`src/rtl/pwm_pkg.sv`:
```
// rtl/pwm_pkg.sv - shared widths, park constant and word types for the PWM duty scheduler
package pwm_pkg;

    localparam int PWM_WIDTH    = 17;
    localparam int PWM_HRBITS   = 3;
    localparam int PWM_DITHBITS = 4;

    function automatic int coarse_width(input int width, input int hrbits);
        return width - hrbits;
    endfunction

    localparam int PWM_CW = coarse_width(PWM_WIDTH, PWM_HRBITS);

    // Coarse field all ones can never match tb, so the output never toggles.
    localparam logic [PWM_WIDTH-1:0] PARK = {{PWM_CW{1'b1}}, {PWM_HRBITS{1'b0}}};

    typedef struct packed {
        logic [PWM_WIDTH+PWM_DITHBITS-1:0] duty;
        logic [PWM_WIDTH-1:0]              phase;
    } pwm_upd_t;

    typedef struct packed {
        logic [PWM_WIDTH-1:0] cmp_h;
        logic [PWM_WIDTH-1:0] cmp_l;
    } pwm_cmp_t;

endpackage

```
`src/rtl/pwm_dither.sv`:
```
// rtl/pwm_dither.sv - first-order sigma-delta accumulator for sub-LSB duty
module pwm_dither #(
    parameter int DITHBITS = 4
) (
    input  logic                clk,
    input  logic                rst,
    input  logic                clear,
    input  logic                step,
    input  logic [DITHBITS-1:0] frac,
    output logic                carry
);

    logic [DITHBITS-1:0] acc;
    logic [DITHBITS:0]   sum;

    // Carry is combinational so the caller can use it on the stepping edge.
    assign sum   = {1'b0, acc} + {1'b0, frac};
    assign carry = sum[DITHBITS];

    always_ff @(posedge clk or posedge rst) begin
        if (rst) begin
            acc <= '0;
        end else if (clear) begin
            acc <= '0;
        end else if (step) begin
            acc <= sum[DITHBITS-1:0];
        end
    end

endmodule

```
`src/rtl/pwm_duty_sched.sv`:
```
// rtl/pwm_duty_sched.sv - timebase, shadowed duty/phase update and compare build for one PWM channel
module pwm_duty_sched
    import pwm_pkg::*;
#(
    parameter int WIDTH    = PWM_WIDTH,
    parameter int HRBITS   = PWM_HRBITS,
    parameter int DITHBITS = PWM_DITHBITS
) (
    input  logic                      clk,
    input  logic                      rst,
    input  logic                      en,
    input  logic [WIDTH-HRBITS-1:0]   period,
    input  logic                      upd_valid,
    output logic                      upd_ready,
    input  logic [WIDTH+DITHBITS-1:0] upd_duty,
    input  logic [WIDTH-1:0]          upd_phase,
    output logic [WIDTH-HRBITS-1:0]   tb,
    output logic [WIDTH-1:0]          cmpH,
    output logic [WIDTH-1:0]          cmpL,
    output logic                      wrap
);

    localparam int CW = WIDTH - HRBITS;

    logic [CW-1:0]    per_q, per_in, per_cur;
    logic             loaded_q;
    logic             shadow_full;
    pwm_upd_t         shadow_q, active_q, next_act;
    logic             apply_now, carry;
    logic [WIDTH-1:0] p_fine, ph;
    logic [WIDTH:0]   d_eff, s;
    pwm_cmp_t         cmp_next;

    assign per_in    = (period < CW'(2)) ? CW'(2) : period;
    // Until the first latch after reset the live input stands in for per_q.
    assign per_cur   = loaded_q ? per_q : per_in;
    assign upd_ready = !shadow_full;
    assign apply_now = en && wrap;
    assign next_act  = shadow_full ? shadow_q : active_q;

    pwm_dither #(.DITHBITS(DITHBITS)) u_dither (
        .clk   (clk),
        .rst   (rst),
        .clear (!en),
        .step  (apply_now),
        .frac  (next_act.duty[DITHBITS-1:0]),
        .carry (carry)
    );

    always_comb begin
        p_fine         = {per_q, {HRBITS{1'b0}}};
        ph             = (next_act.phase >= p_fine) ? next_act.phase - p_fine : next_act.phase;
        d_eff          = {1'b0, next_act.duty[WIDTH+DITHBITS-1:DITHBITS]} + {{WIDTH{1'b0}}, carry};
        s              = {1'b0, ph} + d_eff;
        cmp_next.cmp_h = PARK;
        cmp_next.cmp_l = PARK;
        if (d_eff == '0) begin
            cmp_next.cmp_h = PARK;
        end else if (d_eff >= {1'b0, p_fine}) begin
            cmp_next.cmp_h = ph;
        end else begin
            cmp_next.cmp_h = ph;
            cmp_next.cmp_l = WIDTH'((s >= {1'b0, p_fine}) ? s - {1'b0, p_fine} : s);
        end
    end

    always_ff @(posedge clk or posedge rst) begin
        if (rst) begin
            tb          <= '0;
            wrap        <= 1'b0;
            per_q       <= '0;
            loaded_q    <= 1'b0;
            shadow_q    <= '0;
            shadow_full <= 1'b0;
            active_q    <= '0;
            cmpH        <= PARK;
            cmpL        <= PARK;
        end else begin
            if (!en) begin
                tb       <= '0;
                wrap     <= 1'b0;
                per_q    <= per_in;
                loaded_q <= 1'b1;
            end else if (tb == per_cur - 1'b1) begin
                tb       <= '0;
                wrap     <= 1'b1;
                per_q    <= per_in;
                loaded_q <= 1'b1;
            end else begin
                tb       <= tb + 1'b1;
                wrap     <= 1'b0;
                per_q    <= per_cur;
                loaded_q <= 1'b1;
            end

            // A full shadow blocks acceptance, so load and apply never collide.
            if (upd_valid && !shadow_full) begin
                shadow_q    <= {upd_duty, upd_phase};
                shadow_full <= 1'b1;
            end else if (apply_now && shadow_full) begin
                shadow_full <= 1'b0;
            end

            if (apply_now) begin
                active_q <= next_act;
                cmpH     <= cmp_next.cmp_h;
                cmpL     <= cmp_next.cmp_l;
            end else if (!en) begin
                cmpH <= PARK;
                cmpL <= PARK;
            end
        end
    end

endmodule

```
`config.mk`:
```
export PLATFORM = sky130hd
export DESIGN_NAME = pwm_duty_sched
export DESIGN_NICKNAME = d
export VERILOG_FILES = /design/src/rtl/pwm_pkg.sv /design/src/rtl/pwm_dither.sv /design/src/rtl/pwm_duty_sched.sv
export SDC_FILE = /design/constraint.sdc
export NUM_CORES = 1
export LEC_CHECK = 0
export BUFFER_PORTS_ARGS = -buffer_cell sky130_fd_sc_hd__buf_2
export CORE_ASPECT_RATIO = 2
export CORE_MARGIN = 5
export CORE_UTILIZATION = 30
export DETAILED_ROUTE_END_ITERATION = 8
export PLACE_DENSITY_LB_ADDON = 0.2
export SLEW_MARGIN = 25
export SYNTH_ARGS = -nofsm -noshare
export SYNTH_HDL_FRONTEND = slang
export SYNTH_SLANG_ARGS = --single-unit
export TNS_END_PERCENT = 10
```
`constraint.sdc`:
```
create_clock -name clk -period 7.9 [get_ports clk]
set_input_delay 1.185 -clock clk [delete_from_list [all_inputs] [get_ports clk]]
set_output_delay 1.185 -clock clk [all_outputs]
set_load 0.01 [all_outputs]
```
==> results.txt, run 1 <==
The required time reported for the critical path endpoint came out at 8.28 ns. The count of pins over their slew limit is 0. The share of the synthesized area in the top cell type is 0.287. The worst hold path belongs to the class register to register. The max-slew headroom at the worst pin is 0.360. The TritonCTS clock tree is done. In this design, the largest share of critical-path delay is due to compound AO/OA/AOI/OAI gates. The synthesis-to-layout area growth is 16.7%. The worst setup path is of the register to register kind. Buffers inserted during clock tree synthesis total 17. The die area is 38000 µm². In this run, placement finished with an instance count of 1573. The most used flip-flop cell after synthesis is sky130_fd_sc_hd__dfrtp_1. The count of cells in the finished layout, fillers not included, comes to 1606. The most repeated cell in the gate-level netlist after synthesis is sky130_fd_sc_hd__dfrtp_1. The first global-routing pass estimated 46.1 mm of wire. The leakage power total is 0.00555 µW. After detailed routing, the total wire length is 30.0 mm.

The tree is rooted in a sky130_fd_sc_hd__clkbuf_16. The hold buffer count at cts came out at 0. Across the routed clock network, the largest skew measured is 0.0146 ns. The total of flip-flops plus latches after synthesis came out at 145. The number of cell instances on the worst register-to-register path is 31.

Sorting the synthesized cells by how often they occur yields sky130_fd_sc_hd__dfrtp_1, sky130_fd_sc_hd__nand2_1, sky130_fd_sc_hd__mux2_2, sky130_fd_sc_hd__nor2_1, sky130_fd_sc_hd__ha_1. Entering global routing, the biggest net connects 93 pins. The synthesized netlist cell count came out at 1051. The timing startpoint of the critical path is shadow_full.

Yosys mapped the design onto 80 distinct sky130hd cell types. The total power per unit cell area came out at 448 nW/µm². The highest achievable clock rate is 134 MHz. Data on the critical path arrives at its endpoint at 7.83 ns. Summed over all layers, the global routing overflow is 0. The number of antenna violations at the first check in global routing was 0. Synthesis produced a netlist with a net count of 1178. Setup repair after global routing left no endpoint under its margin. The path with the worst hold slack has its endpoint at active_q[14]. The placer congestion estimate came out at 0.883. The count of pins on the block boundary is 106. The slowest stage of the critical path is the sky130_fd_sc_hd__dfrtp_4 cell. The count of buffering cells on the critical path with inverters included came out at 4. The stage delay of the slowest cell on the critical path is 0.55 ns. The number of failing hold endpoints at the final stage is 0. The remaining routing DRC violations came out at 0. In this run the critical register-to-register path is captured at cmpL[15]. The width of the die came out at 140 µm.

The setup TNS after final layout came out at 0 ns. The worst register-to-register path begins at shadow_full. The register clock-pin slew on the reported worst setup and hold paths is 0.07 ns. The remaining antenna violation count after routing is 0. The via count of the routed design came out at 8143.

STA classifies the critical path startpoint as a register. The total routing resource utilization after global routing came out at 0.157. Yosys attributes the largest share of cell area to sky130_fd_sc_hd__dfrtp_1, sky130_fd_sc_hd__ha_1, sky130_fd_sc_hd__mux2_2, sky130_fd_sc_hd__dfstp_2, sky130_fd_sc_hd__mux2i_1. For the finished layout, the period the worst path requires is 7.45 ns.

STA classifies the critical path endpoint as a register. For the pin with the worst max-slew slack, the measured transition is 0.960 ns. The cell area after technology mapping came out at 10200 µm². The total half-perimeter wirelength after legalization and detailed placement came out at 24.0 mm.

The depth of the worst hold-timing path is 2. The tightest hold path in the finished design has a slack of 0.471 ns. The initialized floorplan defines 95 standard-cell rows.

The filler cells instantiated in the layout total 3419. The run finished with clean final reports. For this configuration, the core starts out at a cell density of 0.303.

The synthesis warning total came out at 0. In this run the most critical hold path is launched from active_q[14]. The final-report setup violation count came out at 0. The total clock sinks is 145.

By instance count, the cell type seen most on the critical path is sky130_fd_sc_hd__nor2_1. The detail-routed via count per cell is 5.07. The synthesized design contains 0 enable-type register cells. The share of post-route cells with drive strength above 1 is 0.247.

The number of DRC violations after detailed-routing iteration 0 came out at 358. The largest buffer count on any clock path came out at 2. The mean instance size in the synthesized netlist came out at 9.71 µm². The fraction of synthesis flops using an asynchronous set or reset pin came out at 1.00. The average wire per standard cell is 18.7 µm.

The post-route fraction of the period consumed by the critical path is 0.943. The clock latency at the later pin of the worst-skew pair is 0.46 ns. The peak supply drop is 0.000295 V. The worst-case register-to-register setup slack came out at 0.45 ns.

The number of nets in the layout is 1284. The H-tree level count is 4. Port buffering added 105 buffers. The iteration count of the initial detailed-routing pass is 4.

In this run the worst path has a maximum fanout of 15. The vertical die dimension is 271 µm. The total core area came out at 33600 µm².

The number of global-route vias before repair came out at 8248. The max-capacitance violation count came out at 0. The total inserted antenna cells came out at 0. Summed over all instances, the cell type with the most area after synthesis is sky130_fd_sc_hd__dfrtp_1. The portion of the post-synthesis area used by sequential elements is 0.359.
==> state kept, by name (all words and copies together), names as in the netlist <==
name and flops:
shadow_q 38, cmpH 17, loaded_q 1, wrap 1
active_q 38, cmpL 17, per_q 14, u_dither.acc 4
tb 14, shadow_full 1
==> power by group <==
group	total, µW	switching [µW]	leakage [µW]	internal (µW)
logic	3600	2000	0.00346	1600
registers	917	84.8	0.00181	832
clock network	815	391	0.000285	424
total	5340	2480	0.00555	2860
==> timing repair <==
action	CTS	global route
gates resized for setup	0	8
setup endpoints to repair	0	14
buffers inserted	0	1
==> cell usage in the layout (no fill, tap or decap), types with 17 or more instances in the layout <==
cell | Yosys | layout
sky130_fd_sc_hd__mux2_2 | 70 | 70
sky130_fd_sc_hd__nand2_1 | 100 | 100
sky130_fd_sc_hd__inv_1 | 57 | 56
sky130_fd_sc_hd__buf_4 | 3 | 17
sky130_fd_sc_hd__a21o_1 | 18 | 18
sky130_fd_sc_hd__xnor2_1 | 48 | 48
sky130_fd_sc_hd__nor3_1 | 17 | 17
sky130_fd_sc_hd__dfstp_2 | 28 | 28
sky130_fd_sc_hd__nand3_1 | 22 | 22
sky130_fd_sc_hd__nor2_1 | 70 | 70
sky130_fd_sc_hd__buf_2 | 8 | 105
sky130_fd_sc_hd__mux2i_1 | 62 | 59
sky130_fd_sc_hd__ha_1 | 67 | 66
sky130_fd_sc_hd__xor2_1 | 26 | 26
sky130_fd_sc_hd__dfrtp_1 | 117 | 116
sky130_fd_sc_hd__o21ai_0 | 53 | 52
sky130_fd_sc_hd__a21oi_1 | 55 | 54
sky130_fd_sc_hd__clkbuf_16 | 0 | 17
==> metrics by stage <==
stage               total power, µW  instance area [µm²]  worst slack [ns]   util
CTS                            5370                11900             0.120  0.353
finish                         5340                11900             0.451  0.354
detailed placement             4510                11300             0.172  0.335
floorplan                      3650                10200            0.0627      -
global placement               4510                11300             0.223  0.335
global route                   5810                11900            0.0180  0.354
==> per-layer routing <==
| metal | GRT usage | vias up | wire [µm] |
|---|---|---|---|
| met5 | 0 | - | 0 |
| met4 | 0.0735 | 0 | 1220 |
| met3 | 0.0288 | 45 | 831 |
| met2 | 0.301 | 138 | 16900 |
| met1 | 0.160 | 3949 | 11100 |
| li1 | - | 4011 | - |
==> worst min-delay path, cell delays in order, from the launching register on <==
cell and delay (ns):
sky130_fd_sc_hd__dfrtp_1 0.34, sky130_fd_sc_hd__nand2_1 0.05, sky130_fd_sc_hd__nand2_1 0.05
==> cell type report <==
class	instances	area (µm²)	area share
multi-input combinational	811	6180	0.519
sequential	145	3670	0.308
timing repair buffer	125	712	0.0598
tap	436	546	0.0458
clock buffer	17	425	0.0357
inverter	57	219	0.0184
clock inverter	15	158	0.0132
==> worst max path at each step <==
stage,end,slack (ns),depth (start not counted)
floorplan,cmpL[10],0.06,37
global placement,cmpL[15],0.22,32
detailed placement,cmpL[15],0.17,32
CTS,cmpL[15],0.12,32
global route,cmpL[4],0.02,31
finish,cmpL[15],0.45,31
==> cells by family (layout without fill, tap and decap cells) <==
family | count (synthesis) | after routing | share of synthesized area
DFF | 145 | 145 | 0.359
other | 1 | 1 | 0.000368
adders and majority gates | 71 | 71 | 0.0900
xor gates and xnor gates | 74 | 74 | 0.0635
AOI/OAI and AO/OA | 224 | 224 | 0.150
muxes | 141 | 141 | 0.152
and+or+nand+nor | 300 | 300 | 0.144
buffers and inverters | 95 | 214 | 0.0402
No activity file was read; power rests on OpenSTA's default activity.
==> inputs of run 2 (changes only) <==
==> constraint.sdc (replaced) <==
create_clock -name clk -period 8.5 [get_ports clk]
set_input_delay 1.275 -clock clk [delete_from_list [all_inputs] [get_ports clk]]
set_output_delay 1.275 -clock clk [all_outputs]
set_load 0.01 [all_outputs]
==> run 2 against run 1 <==
Clock skew is 0.0012 ns lower. Critical path depth is 1 lower. Critical endpoint unchanged. Power is 9.1% lower. Cell count is 0.50% lower. Count of clock-buffer cells in the layout is 2 higher. Fmax is 5.1% lower. Clock power is 11% lower. Global-route usage is 0.16 points higher. Sequential share of layout area is 0.36 points higher.
==> results.txt, run 2 (same netlist as run 1, synthesis figures left out) <==
The max-slew headroom at the worst pin is 0.495. The clock period minus worst slack is 7.85 ns. The largest fanout on the critical path is 40. The worst-case register-to-register setup slack is 0.65 ns. STA puts the critical path data required time at 8.88 ns.

The count of pins on the block boundary came out at 106. The total core area came out at 33600 µm². Post-CTS repair changed the size of 0 cells. The area of combinational cells with multiple inputs came out at 6140 µm². In this run the worst hold path is classified as register to register. The max-capacitance violation count came out at 0. The total power per unit cell area is 412 nW/µm².

No sink is reached through more buffers than the 2 on the longest clock path. The H-tree was split into 4 levels. In the final routed layout, each cell accounts on average for 18.7 µm. The library cell used most frequently in the layout, excluding fill and tap cells, is sky130_fd_sc_hd__dfrtp_1. After global routing, the most crowded layer is met2. For the pin with the worst max-slew slack, the measured transition is 0.754 ns. The vertical die dimension came out at 271 µm.

The number of DRC violations after detailed-routing iteration 0 is 376. The total inserted antenna cells is 0. Global routing finished with a remaining overflow of 0. The iteration count of the initial detailed-routing pass came out at 5.

In this run the horizontal extent of the chip is 140 µm. The final route contains 8192 vias. The detail-routed via count per cell came out at 5.13. The clock latency at the later pin of the worst-skew pair came out at 0.45 ns.

The number of rows created at floorplan is 95. For this run, global-route usage on met2 was measured as 0.307. In the layout the commonest cells are sky130_fd_sc_hd__dfrtp_1, sky130_fd_sc_hd__buf_2, sky130_fd_sc_hd__nand2_1, sky130_fd_sc_hd__mux2_2, sky130_fd_sc_hd__nor2_1.

The number of cell instances on the worst register-to-register path is 30. The number of failing hold endpoints at the final stage came to 0. The worst clock skew is 0.0134 ns. The hold buffer count at cts came out at 0. The stage delay of the slowest cell on the critical path came out at 0.73 ns. The cell sitting at the root of the clock tree is a sky130_fd_sc_hd__clkbuf_16. In the finished design, the share of the clock period the worst path needs comes to 0.923. The synthesis-to-layout area growth came out at 15.3%. The share of post-route cells with drive strength above 1 is 0.235.

The peak supply drop is 0.000287 V. For this run, the post-layout net count is 1277. The most numerous cell type found on the critical path is sky130_fd_sc_hd__a21oi_1. For the final routed database, the setup TNS stands at 0 ns. The initial standard-cell utilization of the core is 0.303. The sequential cell area is 3660 µm².

In this run the critical register-to-register path is launched from shadow_full. The tree built by TritonCTS fans out to 145 sinks. The detail route stage leaves a number of antenna-violating nets equal to 0. In the routed design, unresolved DRC markers number 0. The register clock-pin slew on the reported worst setup and hold paths is 0.07 ns.

The post-CTS setup buffer count is 0. The highest achievable clock rate is 127 MHz. In this run the worst setup path begins at shadow_full. The largest registers in the layout are active_q x38, shadow_q x38. The final layout contains routed wiring with a total length of 29.9 mm.

Entering global routing, the biggest net connects 78 pins. The signal arrival time at the worst endpoint came out at 8.22 ns. The leakage power total is 0.00550 µW.

After filler insertion, the fill cell instance count of the layout stands at 3433. The total routing resource utilization after global routing is 0.158. The final standard cell utilization of the core came out at 0.350.

The run finished with clean final reports. At the end of routability-driven placement, the weighted congestion stood at 0.899. For met3 alone, demand over resource in global routing was 0.0281.

The die area is 38000 µm². The cell with the largest stage delay on the worst path is sky130_fd_sc_hd__dfrtp_2. The worst register-to-register path ends at cmpL[15]. Setup repair after global routing left no endpoint under its margin. TritonCTS built the clock tree. The critical path is of the register to register type.

In this run the worst setup path terminates at cmpL[15]. The met1 track utilization from global routing is 0.159. The number of antenna violations at the first check in global routing is 0. Setup violations remaining at the end of the flow were counted as 0. The total half-perimeter wirelength after legalization and detailed placement is 23.8 mm.

STA classifies the critical path startpoint as a register. The number of buffers created by CTS came out at 17. The wire length of the first global-routing pass is 46.6 mm.

The number of global-route vias before repair came to 8346. The count of pins over their slew limit is 0. The worst setup path is captured at a register. The number of buffers added on ports is 105.
run 2: cell count changes in the layout (fill, tap and decap cells not counted), sizes merged:
cell / delta
clkinvlp: +1
bufinv: +1
inv: -10
clkinv: +5
clkbuf: +2
buf: -7
run 2: critical path, delay by kind of cell, from the launching register on:
kind	cells	cell delay, ns
compound gates	17	3.70
buf+inv	4	1.14
fa+ha+maj	3	1.05
flops	1	0.73
mux	2	0.72
simple gates	3	0.26
xor+xnor	1	0.16
run 2: power by group:
part | internal, µW | total [µW] | switching [µW] | leakage (µW)
logic | 1390 | 3270 | 1880 | 0.00343
clock network | 410 | 724 | 315 | 0.000270
registers | 774 | 856 | 82.2 | 0.00180
total | 2570 | 4850 | 2280 | 0.00550
run 2: metal layers:
metal / wire [µm] / part of all wire / vias up
met3: 1050 / 0.035 / 48
li1: - / - / 3998
met1: 10600 / 0.35 / 3989
met4: 1230 / 0.041 / 0
met5: 0 / 0 / -
met2: 17000 / 0.57 / 157
run 2: worst min path at each step:
stage,startpoint,slack (ns),depth (start not counted),to
floorplan,active_q[17],0.44,2,active_q[17]
global placement,active_q[16],0.45,2,active_q[16]
detailed placement,active_q[14],0.46,2,active_q[14]
CTS,active_q[14],0.47,2,active_q[14]
global route,active_q[16],0.49,2,active_q[16]
finish,active_q[14],0.47,2,active_q[14]
run 2: per-stage QoR:
step	hold slack, ns	total power (µW)	area, µm²	cells	worst slack (ns)
6_report	0.474	4850	11800	1598	0.652
5_1_grt	0.489	5260	11800	1598	0.136
4_1_cts	0.473	4900	11700	1597	0.675
3_5_place_dp	0.458	4140	11200	1566	0.693
3_3_place_gp	0.453	4120	11200	1566	0.709
2_1_floorplan	0.442	3360	10200	1051	0.211
run 2: final cells by class:
cell class,instances,share of cell area
inverter,57,0.0186
clock buffer,19,0.0377
clock inverter,12,0.00957
multi-input combinational,811,0.522
sequential,145,0.312
tap,436,0.0464
timing repair buffer,118,0.0540
==> inputs of run 3 (changes only) <==
--- a/config.mk
+++ b/config.mk
@@ -11,6 +11,7 @@
 export CORE_UTILIZATION = 30
 export DETAILED_ROUTE_END_ITERATION = 8
 export PLACE_DENSITY_LB_ADDON = 0.2
+export REMOVE_ABC_BUFFERS = 1
 export SLEW_MARGIN = 25
 export SYNTH_ARGS = -nofsm -noshare
 export SYNTH_HDL_FRONTEND = slang
==> run 3 against run 2 <==
Worst hold slack worse by 0.0028 ns. Count of clock-buffer cells in the layout is 1 lower. Cell area is 0.29% higher. Utilization increased by 0.10 points. Power up 1.8%. Clock skew shrank 0.0045 ns. Sequential power about the same. Critical path type unchanged. Critical endpoint unchanged. Largest cell class unchanged.
==> results.txt, run 3 (same netlist as run 1, synthesis figures left out) <==
The max-slew headroom at the worst pin came out at 0.400. The number of antenna violations at the first check in global routing is 0. The startpoint identified for the worst register-to-register timing path is shadow_full. The post-route fraction of the period consumed by the critical path is 0.924. The worst-case register-to-register setup slack came out at 0.64 ns.

TritonCTS built the clock tree. STA classifies the critical path startpoint as a register. The congestion estimate from routability-driven global placement came to 0.900. Of the cells placed in the final design, the portion with a size suffix greater than 1 is 0.237. The number of nets in the layout came out at 1279.

The largest fanout on the critical path came out at 30. The run finished with clean final reports. The combinational power share came out at 0.679. The vertical die dimension came out at 271 µm. The largest buffer count on any clock path is 2. The count of pins over their slew limit was 0. The clock period minus worst slack came out at 7.86 ns. The number of global-route vias before repair is 8764.

For hold timing, the worst endpoint is active_q[19]. Summed over all nets, the switching power comes to 2320 µW. The total power per unit cell area came out at 419 nW/µm².

For the worst setup path, the data required time is 8.87 ns. The total inserted antenna cells is 0. The largest registers in the layout are active_q x38, shadow_q x38. Of the total power, the share spent switching nets is 0.471. The met3 wire length came out at 833 µm. Of the total power, the clock network draws 0.148. The final-report setup violation count came out at 0. The total area inside the core boundary comes to 33600 µm². The peak supply drop came out at 0.000230 V.

For the pin with the worst max-slew slack, the measured transition is 0.901 ns. The die is 140 µm wide. The design draws 4940 µW.

The register clock-pin slew on the reported worst setup and hold paths came out at 0.07 ns. Entering global routing, the biggest net connects 80 pins. The stage delay of the slowest cell on the critical path is 0.71 ns. The hold buffer count at cts came out at 0. The worst setup path is captured at a register. The leakage power total is 0.00551 µW. The number of cell instances on the worst register-to-register path came out at 32. The via count of the routed design is 8088. The start point of the worst min-delay path is active_q[19]. The remaining antenna violation count after routing came out at 0. The die covers 38000 µm².

Setup repair after global routing left no endpoint under its margin. Using the TritonRoute via totals, the vias-per-cell ratio works out to 5.05. The endpoint identified for the worst register-to-register timing path is cmpL[15]. Routed signal wires occupy layers up through met4. The most frequent standard cell in the layout excluding fill and tap cells is sky130_fd_sc_hd__dfrtp_1. In this run, the number of DRC markers left after iteration 0 of detailed routing was 283.

The first TritonRoute pass finished after 6 iterations. The total clock sinks came out at 145. By instance count, the cell type seen most on the critical path is sky130_fd_sc_hd__a21oi_1. The number of buffers added on ports came out at 105. By startpoint and endpoint, the worst setup path is classified as register to register. The number of failing hold endpoints at the final stage came out at 0. Counting instances, the worst hold path has a depth of 2. Summed over all layers, the routed wires come to 30.5 mm.

The cell internal power dissipation is 2610 µW. The post-CTS setup buffer count is 0. The remaining global-route overflow is 0.

The highest achievable clock rate is 127 MHz. The number of rows created at floorplan is 95. On the critical path, the stage with the largest delay is an instance of sky130_fd_sc_hd__dfrtp_4.

The number of buffers created by CTS came out at 17. The routed length on met1 is 10.9 mm. The sequential power share came out at 0.173. The top cell types in the final layout, fill and taps aside, are sky130_fd_sc_hd__dfrtp_1, sky130_fd_sc_hd__buf_2, sky130_fd_sc_hd__nand2_1, sky130_fd_sc_hd__mux2_2, sky130_fd_sc_hd__nor2_1. The path class of the tightest hold or removal check is register to register.

The total routing resource utilization after global routing came out at 0.163. The synthesis-to-layout area growth is 15.6%. The remaining routing DRC violations came out at 0. The H-tree level count came out at 4.

The total half-perimeter wirelength after legalization and detailed placement is 24.2 mm. The clock latency at the later pin of the worst-skew pair came out at 0.45 ns. The wire length of the first global-routing pass came out at 48.2 mm.

The met2 wirelength from detailed routing is 17.7 mm. At the worst endpoint, the arrival time is 8.23 ns. The count of pins on the block boundary came out at 106. The worst clock skew is 0.00881 ns. The timing startpoint of the critical path is shadow_full.

The tool flagged a number of max-cap violations equal to 0. The initial standard-cell utilization of the core is 0.303. The setup TNS after final layout came out at 0 ns. The average wire per standard cell came out at 19.1 µm.

In this run the clock root is driven by a sky130_fd_sc_hd__clkbuf_16.
run 3: area by class of cell:
cell class                 count  area, µm²
fill                        3447      21800
multi-input combinational    811       6150
sequential                   145       3670
timing repair buffer         120        651
tap                          436        546
clock buffer                  18        429
inverter                      57        219
clock inverter                14        131
run 3: metal layers:
| metal | GRT usage | up-vias |
|---|---|---|
| met4 | 0.0664 | 0 |
| met2 | 0.325 | 132 |
| li1 | - | 3985 |
| met1 | 0.159 | 3928 |
| met5 | 0 | - |
| met3 | 0.0332 | 43 |
run 3: repair_timing:
item	4_1_cts	5_1_grt
gates resized for setup	0	1
setup endpoints to repair	0	14
endpoints found under the hold margin	0	0
run 3: critical path: cells and delay by family, from the launching register on:
kind,cells,cell delay [ns]
AO/OA/AOI/OAI,16,3.37
AND/OR/NAND/NOR,6,1.20
adder cells (fa/ha/maj),3,1.02
flip-flops,1,0.71
buffers and inverters,4,0.63
multiplexers,2,0.62
XOR/XNOR,1,0.19
run 3: worst max-delay path by stage:
| stage | to | slack (ns) | cells past startpoint |
|---|---|---|---|
| after global routing | cmpL[12] | 0.03 | 32 |
| after CTS | cmpL[12] | 0.42 | 28 |
| after detailed placement | cmpL[12] | 0.44 | 28 |
| final | cmpL[15] | 0.64 | 32 |
| after global placement | cmpL[13] | 0.53 | 28 |
| after floorplan | cmpL[15] | -0.53 | 27 |
run 3: power groups by stage:
stage                     Clock (µW)  Combinational [µW]  Sequential [µW]
after floorplan                    0                2510              834
after detailed placement           0                3340              869
after global placement             0                3330              868
after global routing             785                3720              866
after CTS                        761                3350              858
final                            732                3350              853
run 3: stage by stage:
stage,util,setup WS [ns],hold slack (ns),std cells,instance area [µm²]
floorplan,-,-0.526,0.442,1013,10000
global placement,0.333,0.533,0.453,1568,11200
detailed placement,0.334,0.440,0.459,1569,11200
CTS,0.351,0.416,0.477,1601,11800
global route,0.351,0.0298,0.500,1601,11800
finish,0.351,0.642,0.471,1601,11800
